<file path="src/rtl/periferico_tx.sv">
// Peripheral-side initiator of the 4-bit send/ack four-phase handshake.
// Local writes land in a small FIFO; each word is then presented on dados
// for one setup cycle, send is raised, and the block waits for the CPU to
// raise and then drop ack (seen only through a 2-flop synchroniser).
// A word that is not acked within TIMEOUT cycles is dropped and erro is set.
module periferico_tx #(
   parameter int DEPTH   = 4,
   parameter int TIMEOUT = 64
) (
   input  logic       clk,
   input  logic       rst,
   input  logic       wr_en,
   input  logic [3:0] wr_data,
   output logic       full,
   output logic       empty,
   output logic [3:0] dados,
   output logic       send,
   input  logic       ack,
   output logic [1:0] estado,
   output logic       erro,
   input  logic       erro_clr,
   output logic [7:0] tx_count
);

   localparam int AW = (DEPTH > 1) ? $clog2(DEPTH) : 1;
   localparam int TW = (TIMEOUT > 2) ? $clog2(TIMEOUT) : 1;
   localparam logic [TW-1:0] TMAX  = TW'(TIMEOUT - 1);
   localparam logic [AW:0]   CFULL = (AW + 1)'(DEPTH);

   typedef enum logic [1:0] {
      IDLE    = 2'b00,
      LOAD    = 2'b01,
      SEND    = 2'b10,
      RELEASE = 2'b11
   } state_t;

   state_t          state_q, state_d;
   logic            ack_meta_q, ack_s_q;
   logic [3:0]      mem_q [DEPTH];
   logic [AW-1:0]   wptr_q, wptr_d, rptr_q, rptr_d;
   logic [AW:0]     cnt_q, cnt_d;
   logic            full_q, empty_q;
   logic [3:0]      dados_q, dados_d;
   logic [TW-1:0]   tmr_q, tmr_d;
   logic            erro_q, erro_d;
   logic [7:0]      tx_q, tx_d;
   logic            pop, push;

   // The FSM pops only from IDLE; a write to a full FIFO is still taken
   // when a pop frees the head slot in the same cycle.
   assign pop  = (state_q == IDLE) && !empty_q;
   assign push = wr_en && (!full_q || pop);

   // Two-flop synchroniser for the CPU-domain ack.
   always_ff @(posedge clk or negedge rst) begin
      if (!rst) begin
         ack_meta_q <= 1'b0;
         ack_s_q    <= 1'b0;
      end else begin
         ack_meta_q <= ack;
         ack_s_q    <= ack_meta_q;
      end
   end

   // FIFO pointer and occupancy next-state.
   always_comb begin
      wptr_d = wptr_q;
      rptr_d = rptr_q;
      cnt_d  = cnt_q;
      if (push) wptr_d = wptr_q + AW'(1);
      if (pop)  rptr_d = rptr_q + AW'(1);
      unique case ({push, pop})
         2'b10:   cnt_d = cnt_q + (AW + 1)'(1);
         2'b01:   cnt_d = cnt_q - (AW + 1)'(1);
         default: cnt_d = cnt_q;
      endcase
   end

   // FIFO storage, pointers and registered full/empty flags.
   always_ff @(posedge clk or negedge rst) begin
      if (!rst) begin
         for (int i = 0; i < DEPTH; i++) mem_q[i] <= '0;
         wptr_q  <= '0;
         rptr_q  <= '0;
         cnt_q   <= '0;
         full_q  <= 1'b0;
         empty_q <= 1'b1;
      end else begin
         if (push) mem_q[wptr_q] <= wr_data;
         wptr_q  <= wptr_d;
         rptr_q  <= rptr_d;
         cnt_q   <= cnt_d;
         full_q  <= (cnt_d == CFULL);
         empty_q <= (cnt_d == '0);
      end
   end

   // Handshake FSM: next state, timeout counter, data latch, error and count.
   always_comb begin
      state_d = state_q;
      tmr_d   = tmr_q;
      dados_d = dados_q;
      erro_d  = erro_q;
      tx_d    = tx_q;
      if (erro_clr) erro_d = 1'b0;
      unique case (state_q)
         IDLE: begin
            tmr_d = '0;
            if (!empty_q) begin
               dados_d = mem_q[rptr_q];
               state_d = LOAD;
            end
         end
         LOAD: state_d = SEND;
         SEND: begin
            if (ack_s_q) begin
               tx_d    = tx_q + 8'd1;
               state_d = RELEASE;
            end else if (tmr_q == TMAX) begin
               // Timeout set overrides a same-cycle clear.
               erro_d  = 1'b1;
               state_d = RELEASE;
            end else begin
               tmr_d = tmr_q + TW'(1);
            end
         end
         RELEASE: begin
            if (!ack_s_q) begin
               tmr_d   = '0;
               state_d = IDLE;
            end
         end
         default: state_d = IDLE;
      endcase
   end

   // FSM state and datapath registers.
   always_ff @(posedge clk or negedge rst) begin
      if (!rst) begin
         state_q <= IDLE;
         tmr_q   <= '0;
         dados_q <= '0;
         erro_q  <= 1'b0;
         tx_q    <= '0;
      end else begin
         state_q <= state_d;
         tmr_q   <= tmr_d;
         dados_q <= dados_d;
         erro_q  <= erro_d;
         tx_q    <= tx_d;
      end
   end

   // send is a pure state decode so reset drops it immediately.
   assign send     = (state_q == SEND);
   assign estado   = state_q;
   assign dados    = dados_q;
   assign erro     = erro_q;
   assign tx_count = tx_q;
   assign full     = full_q;
   assign empty    = empty_q;

endmodule

</file>
<file path="config.mk">
export PLATFORM = sky130hd
export DESIGN_NAME = periferico_tx
export DESIGN_NICKNAME = d
export VERILOG_FILES = /design/src/rtl/periferico_tx.sv
export SDC_FILE = /design/constraint.sdc
export NUM_CORES = 1
export LEC_CHECK = 0
export ABC_AREA = 1
export CAP_MARGIN = 15
export CORE_UTILIZATION = 40
export CTS_BUF_LIST = sky130_fd_sc_hd__clkbuf_8 sky130_fd_sc_hd__clkbuf_16
export CTS_CLUSTER_DIAMETER = 120
export DETAILED_ROUTE_END_ITERATION = 8
export MAX_ROUTING_LAYER = met4
export SLEW_MARGIN = 15
export SYNTH_ARGS = -nofsm -noshare
export SYNTH_HDL_FRONTEND = slang
export SYNTH_SLANG_ARGS = --single-unit
</file>
<file path="constraint.sdc">
create_clock -name clk -period 4.1 [get_ports clk]
set_input_delay 0.82 -clock clk [delete_from_list [all_inputs] [get_ports clk]]
set_output_delay 0.82 -clock clk [all_outputs]
set_load 0.01 [all_outputs]
</file>
==> results.tsv, run 1 <==
stage	metric	value	unit
logic_synthesis	largest area contributor in the netlist	dfrtp_1	
cts	Worst-path clk slew	0.09	ns
global_route	largest net degree at the start of global routing	49	
place	routability cong.	0.8581	
die	die height	80.08	um
logic_synthesis	synth unique cells	26	
cts	post-cts sizing count	0	
logic_synthesis	Synth Area in Simple Gates	0.2653	
logic_synthesis	Avg Inst Size Synth	8.467	um^2
detailed_routing	initial DRC count	83	
logic_synthesis	Adder-Cell Fraction of Synth Area	0.06978	
sta	RSZ-0062 raised after global routing	false	
die	die area	6413	um^2
sta	slew of the pin with the lowest slew margin	0.5995	ns
logic_synthesis	Synth Instances	288	
logic_synthesis	Yosys reg bits	48	
cts	hold_buf cts	0	
global_route	first-pass GRT wire length	7555	um
detailed_routing	DRC	0	
hold_path	Worst Hold Class	reg -> reg	
finish	# diodes	0	
setup_path	critical path endpoint category	primary output	
cts	clk buf depth	2	
global_route	vias in the first global route	1669	
pwr	Static Leak	1.435	nW
finish	share of layout cells above drive strength 1	0.08464	
place	IO Port Bufs	26	
finish	Layout Cells excl Fill	394	
detailed_routing	final WL	4425	um
detailed_routing	TritonRoute pass-1 iters	4	
logic_synthesis	top-area cell type share of the netlist area	0.4823	
detailed_routing	DR vias	1838	
setup_path	Critical Path RT	3.28	ns
detailed_routing	vias per cell	4.665	
setup_path	crit path max fanout	8	
place	DP HPWL	3200	um
cts	CTS root buf	clkbuf_8	
die	Core Rows	28	
pwr	Power Dens Cells	654.1	nW/um^2
cts	CTS H-tree depth	2	
sta	final setup fails	0	
sta	max_slew headroom	0.6004	
sta	period utilization	0.6383	
logic_synthesis	Synth Net Count	310	
sta	Pins Over Slew Limit	0	
sta	Tmin final	2.617	ns
setup_path	Arr. time, crit path	1.80	ns
detailed_routing	post-route ant nets	0	
pwr	register share of total power	0.421	
die	initial core utilization	0.4143	
setup_path	reg2reg setup slack	1.72	ns
logic_synthesis	Yosys Warn Count	0	
cts	setup bufs post-CTS	0	
logic_synthesis	post-synthesis sequential area ratio	0.4931	
setup_path	Crit Path Category	reg -> out	
finish	Nets	340	
finish	fillers	579	
sta	Max Clock Skew	0.01124	ns
global_route	initial antenna violation count	0	
logic_synthesis	cell area after synthesis	2439	um^2
flow_run	max-capacitance violation count	0	
cts	CTS tree	done	
die	CORE AREA	5886	um^2
global_route	global route overflow	0	
global_route	gr usage total	0.1610	
logic_synthesis	post-synthesis mux area share	0	
pwr	Sw Ratio	0.4065	
sta	Max Clock Freq	0.3821	GHz
detailed_routing	Avg WL per Cell	11.23	um
pwr	combinational group share of total power	0.430	
logic_synthesis	Synth Area in Compound Gates	0.07491	
pwr	Max VDD drop	0.0003541	V
cts	total clock sinks	48	
sta	setup TNS	0	ns
logic_synthesis	dominant cells by area after synthesis	dfrtp_1, nand2_1, inv_1	
setup_path	CP Launch Type	flip-flop	
place	placed insts	386	
pwr	design internal power	1.109	mW
cts	clk_lat worst skew	0.30	ns
die	Die X	80.08	um
cts	total CTS buffers	5	
pwr	Clk pwr share	0.149	
die	I/O pins	27	
sta	final hold vios	0	
pwr	P_sw	0.7596	mW
run_status	status	finished clean	
logic_synthesis	Synth Area in XOR/XNOR	0.02514	
finish	area grow syn2layout	17.14	%
logic_synthesis	largest family of logic cells by synthesized area	simple AND/OR/NAND/NOR gates	
-- routing by layer --
| layer | global-route usage | vias to the layer above | routed length (um) |
|---|---|---|---|
| met3 | 0.03523 | 4 | 192 |
| met2 | 0.2496 | 37 | 1927 |
| met4 | 0.06429 | 0 | 55 |
| met1 | 0.2054 | 839 | 2249 |
| met5 | - | - | 0 |
| li1 | - | 958 | - |
-- layout by cell type, fill, tap and decap left out, drive strengths merged --
cell,instances
o22ai,1
nand2,105
ha,12
nand4,6
or2,1
clkinv,3
xnor2,3
xor2,4
inv,41
buf,1
clkbuf,5
nand3,11
clkdlybuf4s50,25
fa,1
o211ai,8
dfrtp,47
o21bai,1
nand3b,1
o21ai,19
nor2,21
dfstp,1
a21oi,2
-- power by group through the flow --
stage                     clock network, mW  logic [mW]  registers (mW)
after detailed placement                  0       0.814           0.797
final                                 0.278       0.803           0.787
after CTS                             0.293       0.817           0.790
after global placement                    0       0.795           0.797
after global routing                  0.310       0.934           0.815
after floorplan                           0       0.565           0.775
-- worst paths after layout --
| path | start | cells after the start | end |
|---|---|---|---|
| min reg2reg | ack_meta_q | 0 | ack_s_q |
| min | ack_meta_q | 0 | ack_s_q |
| max | estado[0] | 3 | send |
| max in group asynchronous | rst | 1 | dados[0] |
| min in group asynchronous | rst | 1 | tmr_q[5] |
| max reg2reg | estado[0] | 12 | full |
-- registers in the layout (all words and copies together), names as in the netlist --
name        cells
ack_meta_q      1
ack_s_q         1
cnt_q           3
dados           4
empty           1
erro            1
estado          2
full            1
mem_q          16
rptr_q          2
tmr_q           6
tx_count        8
wptr_q          2
-- through the flow --
| stage | util | setup slack, ns | total power [mW] | area, um^2 | hold WS (ns) |
|---|---|---|---|---|---|
| 2_1_floorplan | - | 1.808 | 1.340 | 2439 | 0.3312 |
| 3_3_place_gp | 0.4700 | 1.417 | 1.591 | 2766 | 0.3647 |
| 3_5_place_dp | 0.4700 | 1.379 | 1.611 | 2766 | 0.3477 |
| 4_1_cts | 0.4849 | 1.458 | 1.899 | 2854 | 0.3785 |
| 5_1_grt | 0.4853 | 1.376 | 2.060 | 2856 | 0.3932 |
| 6_report | 0.4853 | 1.483 | 1.868 | 2856 | 0.3756 |
-- cells in the mapped netlist --
cell / count
nand2_1: 100
dfrtp_1: 47
inv_1: 41
o21ai_0: 18
nor2_1: 13
ha_1: 12
nand3_1: 9
o211ai_1: 8
nand4_1: 6
nor2_2: 5
xor2_1: 4
nand2_2: 3
nor2_4: 3
xnor2_1: 3
a21oi_1: 2
buf_2: 2
nand2_4: 2
nand3_2: 2
buf_6: 1
dfstp_2: 1
fa_1: 1
nand3b_1: 1
o21ai_1: 1
o21bai_2: 1
o22ai_1: 1
or2_2: 1
-- area by class of cell --
| type | count | area, um^2 | area share |
|---|---|---|---|
| sequential | 48 | 1202 | 0.4209 |
| clock buffer | 5 | 68.82 | 0.02409 |
| clock inverter | 3 | 18.77 | 0.006570 |
| tap | 75 | 93.84 | 0.03285 |
| multi-input combinational | 196 | 1061 | 0.3714 |
| timing repair buffer | 26 | 257.7 | 0.09023 |
| inverter | 41 | 153.9 | 0.05388 |
-- critical path: stages, from the launching register on --
cell,delay [ns]
dfrtp_1,0.43
inv_1,0.12
ha_1,0.35
clkdlybuf4s50_1,0.60
-- kinds of logic (layout without fill, tap and decap cells) --
logic type      after synthesis  after routing
flops                        48             48
simple gates                145            145
compound gates               31             31
buf+inv                      44             75
fa+ha+maj                    13             13
xor+xnor                      7              7
(Power assumes the default switching activity.)
==> run 2, diff against run 1 <==
==> constraint.sdc (replaced) <==
create_clock -name clk -period 2.45 [get_ports clk]
set_input_delay 0.49 -clock clk [delete_from_list [all_inputs] [get_ports clk]]
set_output_delay 0.49 -clock clk [all_outputs]
set_load 0.01 [all_outputs]
==> run 2 against run 1 <==
Net effect: sequential power increased by 69%; clock-buffer cell count unchanged; sequential share of layout area decreased by 0.20 points; die area unchanged; register-to-register slack got worse by 1.5 ns; routed wire length increased by 4.2%; utilization increased by 0.23 points; highest routed layer unchanged.
==> results.tsv, run 2 (same netlist as run 1, synthesis figures left out) <==
stage	metric	value	unit	change
run_status	status	finished clean		
sta	Pins Over Slew Limit	0		unchanged
global_route	first-pass GRT wire length	7810	um	+3.4%
cts	total clock sinks	48		unchanged
detailed_routing	vias per cell	4.582		-1.8%
finish	fillers	591		+2.1%
global_route	global route overflow	0		unchanged
sta	RSZ-0062 raised after global routing	false		
sta	period utilization	0.9085		
global_route	vias in the first global route	1677		+0.48%
detailed_routing	post-route ant nets	0		unchanged
setup_path	Crit Path Category	reg -> reg		
die	initial core utilization	0.4143		unchanged
global_route	initial antenna violation count	0		unchanged
global_route	met2 usage	0.2470		-0.002564
finish	share of layout cells above drive strength 1	0.09006		+0.005423
cts	CTS tree	done		
finish	max reg flops	16		unchanged
detailed_routing	initial DRC count	35		-58%
detailed_routing	Avg WL per Cell	11.62	um	+3.4%
die	die height	80.08	um	unchanged
cts	hold_buf cts	0		unchanged
place	IO Port Bufs	26		unchanged
sta	Max Clock Skew	0.01032	ns	-0.0009204 ns
setup_path	CP Launch Type	flip-flop		
pwr	Final Total Pwr	3.140	mW	+68%
finish	Layout Cells excl Fill	397		+0.76%
sta	setup TNS	0	ns	unchanged
die	Core Rows	28		unchanged
sta	Max Clock Freq	0.4493	GHz	
die	I/O pins	27		unchanged
finish	area of the multi-input gates	1061	um^2	unchanged
flow_run	max-capacitance violation count	0		unchanged
finish	area grow syn2layout	17.70	%	
pwr	design internal power	1.862	mW	+68%
sta	final hold vios	0		unchanged
die	die area	6413	um^2	unchanged
sta	hold slack	0.2603	ns	-0.1153 ns
cts	CTS root buf	clkbuf_8		
place	routability cong.	0.8026		-6.5%
global_route	met3 GRT Util	0.03409		-0.001136
cts	CTS H-tree depth	2		unchanged
pwr	P_sw	1.279	mW	+68%
cts	clk_lat worst skew	0.31	ns	about the same
cts	Worst-path clk slew	0.08	ns	about the same
die	CORE AREA	5886	um^2	unchanged
detailed_routing	TritonRoute pass-1 iters	4		unchanged
setup_path	Critical Path RT	2.68	ns	-0.60 ns
global_route	largest net degree at the start of global routing	49		unchanged
die	Die X	80.08	um	unchanged
pwr	Power Dens Cells	1094	nW/um^2	+67%
hold_path	Worst Hold Class	in -> async		
finish	Nets	343		+0.88%
global_route	met1 Usage GRT	0.2217		+0.01631
pwr	Static Leak	1.450	nW	+1.0%
place	placed insts	389		+0.78%
cts	post-cts sizing count	0		unchanged
setup_path	crit path max fanout	7		-1
detailed_routing	DRC	0		unchanged
setup_path	critical path endpoint category	flip-flop		
place	Area after DPL	2789	um^2	+0.81%
finish	sequential cell area	1202	um^2	unchanged
global_route	gr busiest metal	met2		
detailed_routing	final WL	4612	um	+4.2%
finish	# diodes	0		unchanged
finish	commonest non-fill, non-tap cell in the layout	nand2_1		
pwr	register share of total power	0.423		+0.002
pwr	Clk pwr share	0.145		-0.004
setup_path	Arr. time, crit path	2.46	ns	+0.66 ns
pwr	Max VDD drop	0.0005024	V	+42%
sta	max_slew headroom	0.5900		-0.01037
global_route	gr usage total	0.1672		+0.006177
pwr	combinational group share of total power	0.432		+0.002
sta	final setup fails	0		unchanged
finish	Finished Cell Area	2870	um^2	+0.48%
finish	largest reg by FF count	mem_q		
place	DP HPWL	3291	um	+2.9%
cts	setup bufs post-CTS	0		unchanged
cts	clk buf depth	2		unchanged
sta	Tmin final	2.226	ns	
cts	total CTS buffers	5		unchanged
pwr	Sw Ratio	0.4072		+0.0006613
sta	slew of the pin with the lowest slew margin	0.6150	ns	+0.01555 ns
finish	most frequent cells in the layout	nand2_1, dfrtp_1, inv_1, clkdlybuf4s50_1, o21ai_0		
detailed_routing	DR vias	1819		-1.0%
## run 2: routing by layer
metal	share of wire	vias up
met2	0.44	25
met1	0.51	825
met4	0.018	0
met5	0	-
met3	0.031	8
li1	-	961
## run 2: metrics by stage
step / worst slack, ns / util
6_report: 0.2241 / 0.4877
5_1_grt: 0.03557 / 0.4877
3_3_place_gp: 0.2417 / 0.4739
3_5_place_dp: 0.1736 / 0.4739
2_1_floorplan: 0.1576 / -
4_1_cts: 0.1595 / 0.4877
## run 2: power by group through the flow
stage | registers, mW | logic (mW) | clock network (mW)
2_1_floorplan | 1.30 | 0.946 | 0
3_3_place_gp | 1.33 | 1.36 | 0
3_5_place_dp | 1.34 | 1.38 | 0
4_1_cts | 1.33 | 1.38 | 0.482
5_1_grt | 1.37 | 1.57 | 0.506
6_report | 1.33 | 1.36 | 0.457
## run 2: layout make-up
type	count	area share
clock buffers	5	0.02398
clock inverters	3	0.004359
inverters	41	0.05362
multi-input cells	196	0.3697
flip-flops and latches	48	0.4189
well taps	75	0.03269
repair buffers	29	0.09677
## run 2: critical path: stages, from the launching register on
cell and delay (ns):
dfrtp_1 0.43, inv_1 0.10, ha_1 0.25, nand2_4 0.12, nand2_2 0.07, nand2_4 0.05
ha_1 0.16, inv_1 0.07, fa_1 0.50, nand2_1 0.05, o21ai_0 0.09, nand3_1 0.13
a21oi_1 0.13
## run 2: final timing paths
kind	startpoint	end	slack, ns	cells after the start
hold reg to reg	ack_meta_q	ack_s_q	0.37	0
setup / recovery	estado[0]	full	0.22	12
setup reg to reg	estado[0]	full	0.22	12
min in group clk	ack_meta_q	ack_s_q	0.37	0
hold / removal	rst	tmr_q[3]	0.26	2
max in group asynchronous	rst	dados[3]	1.76	2
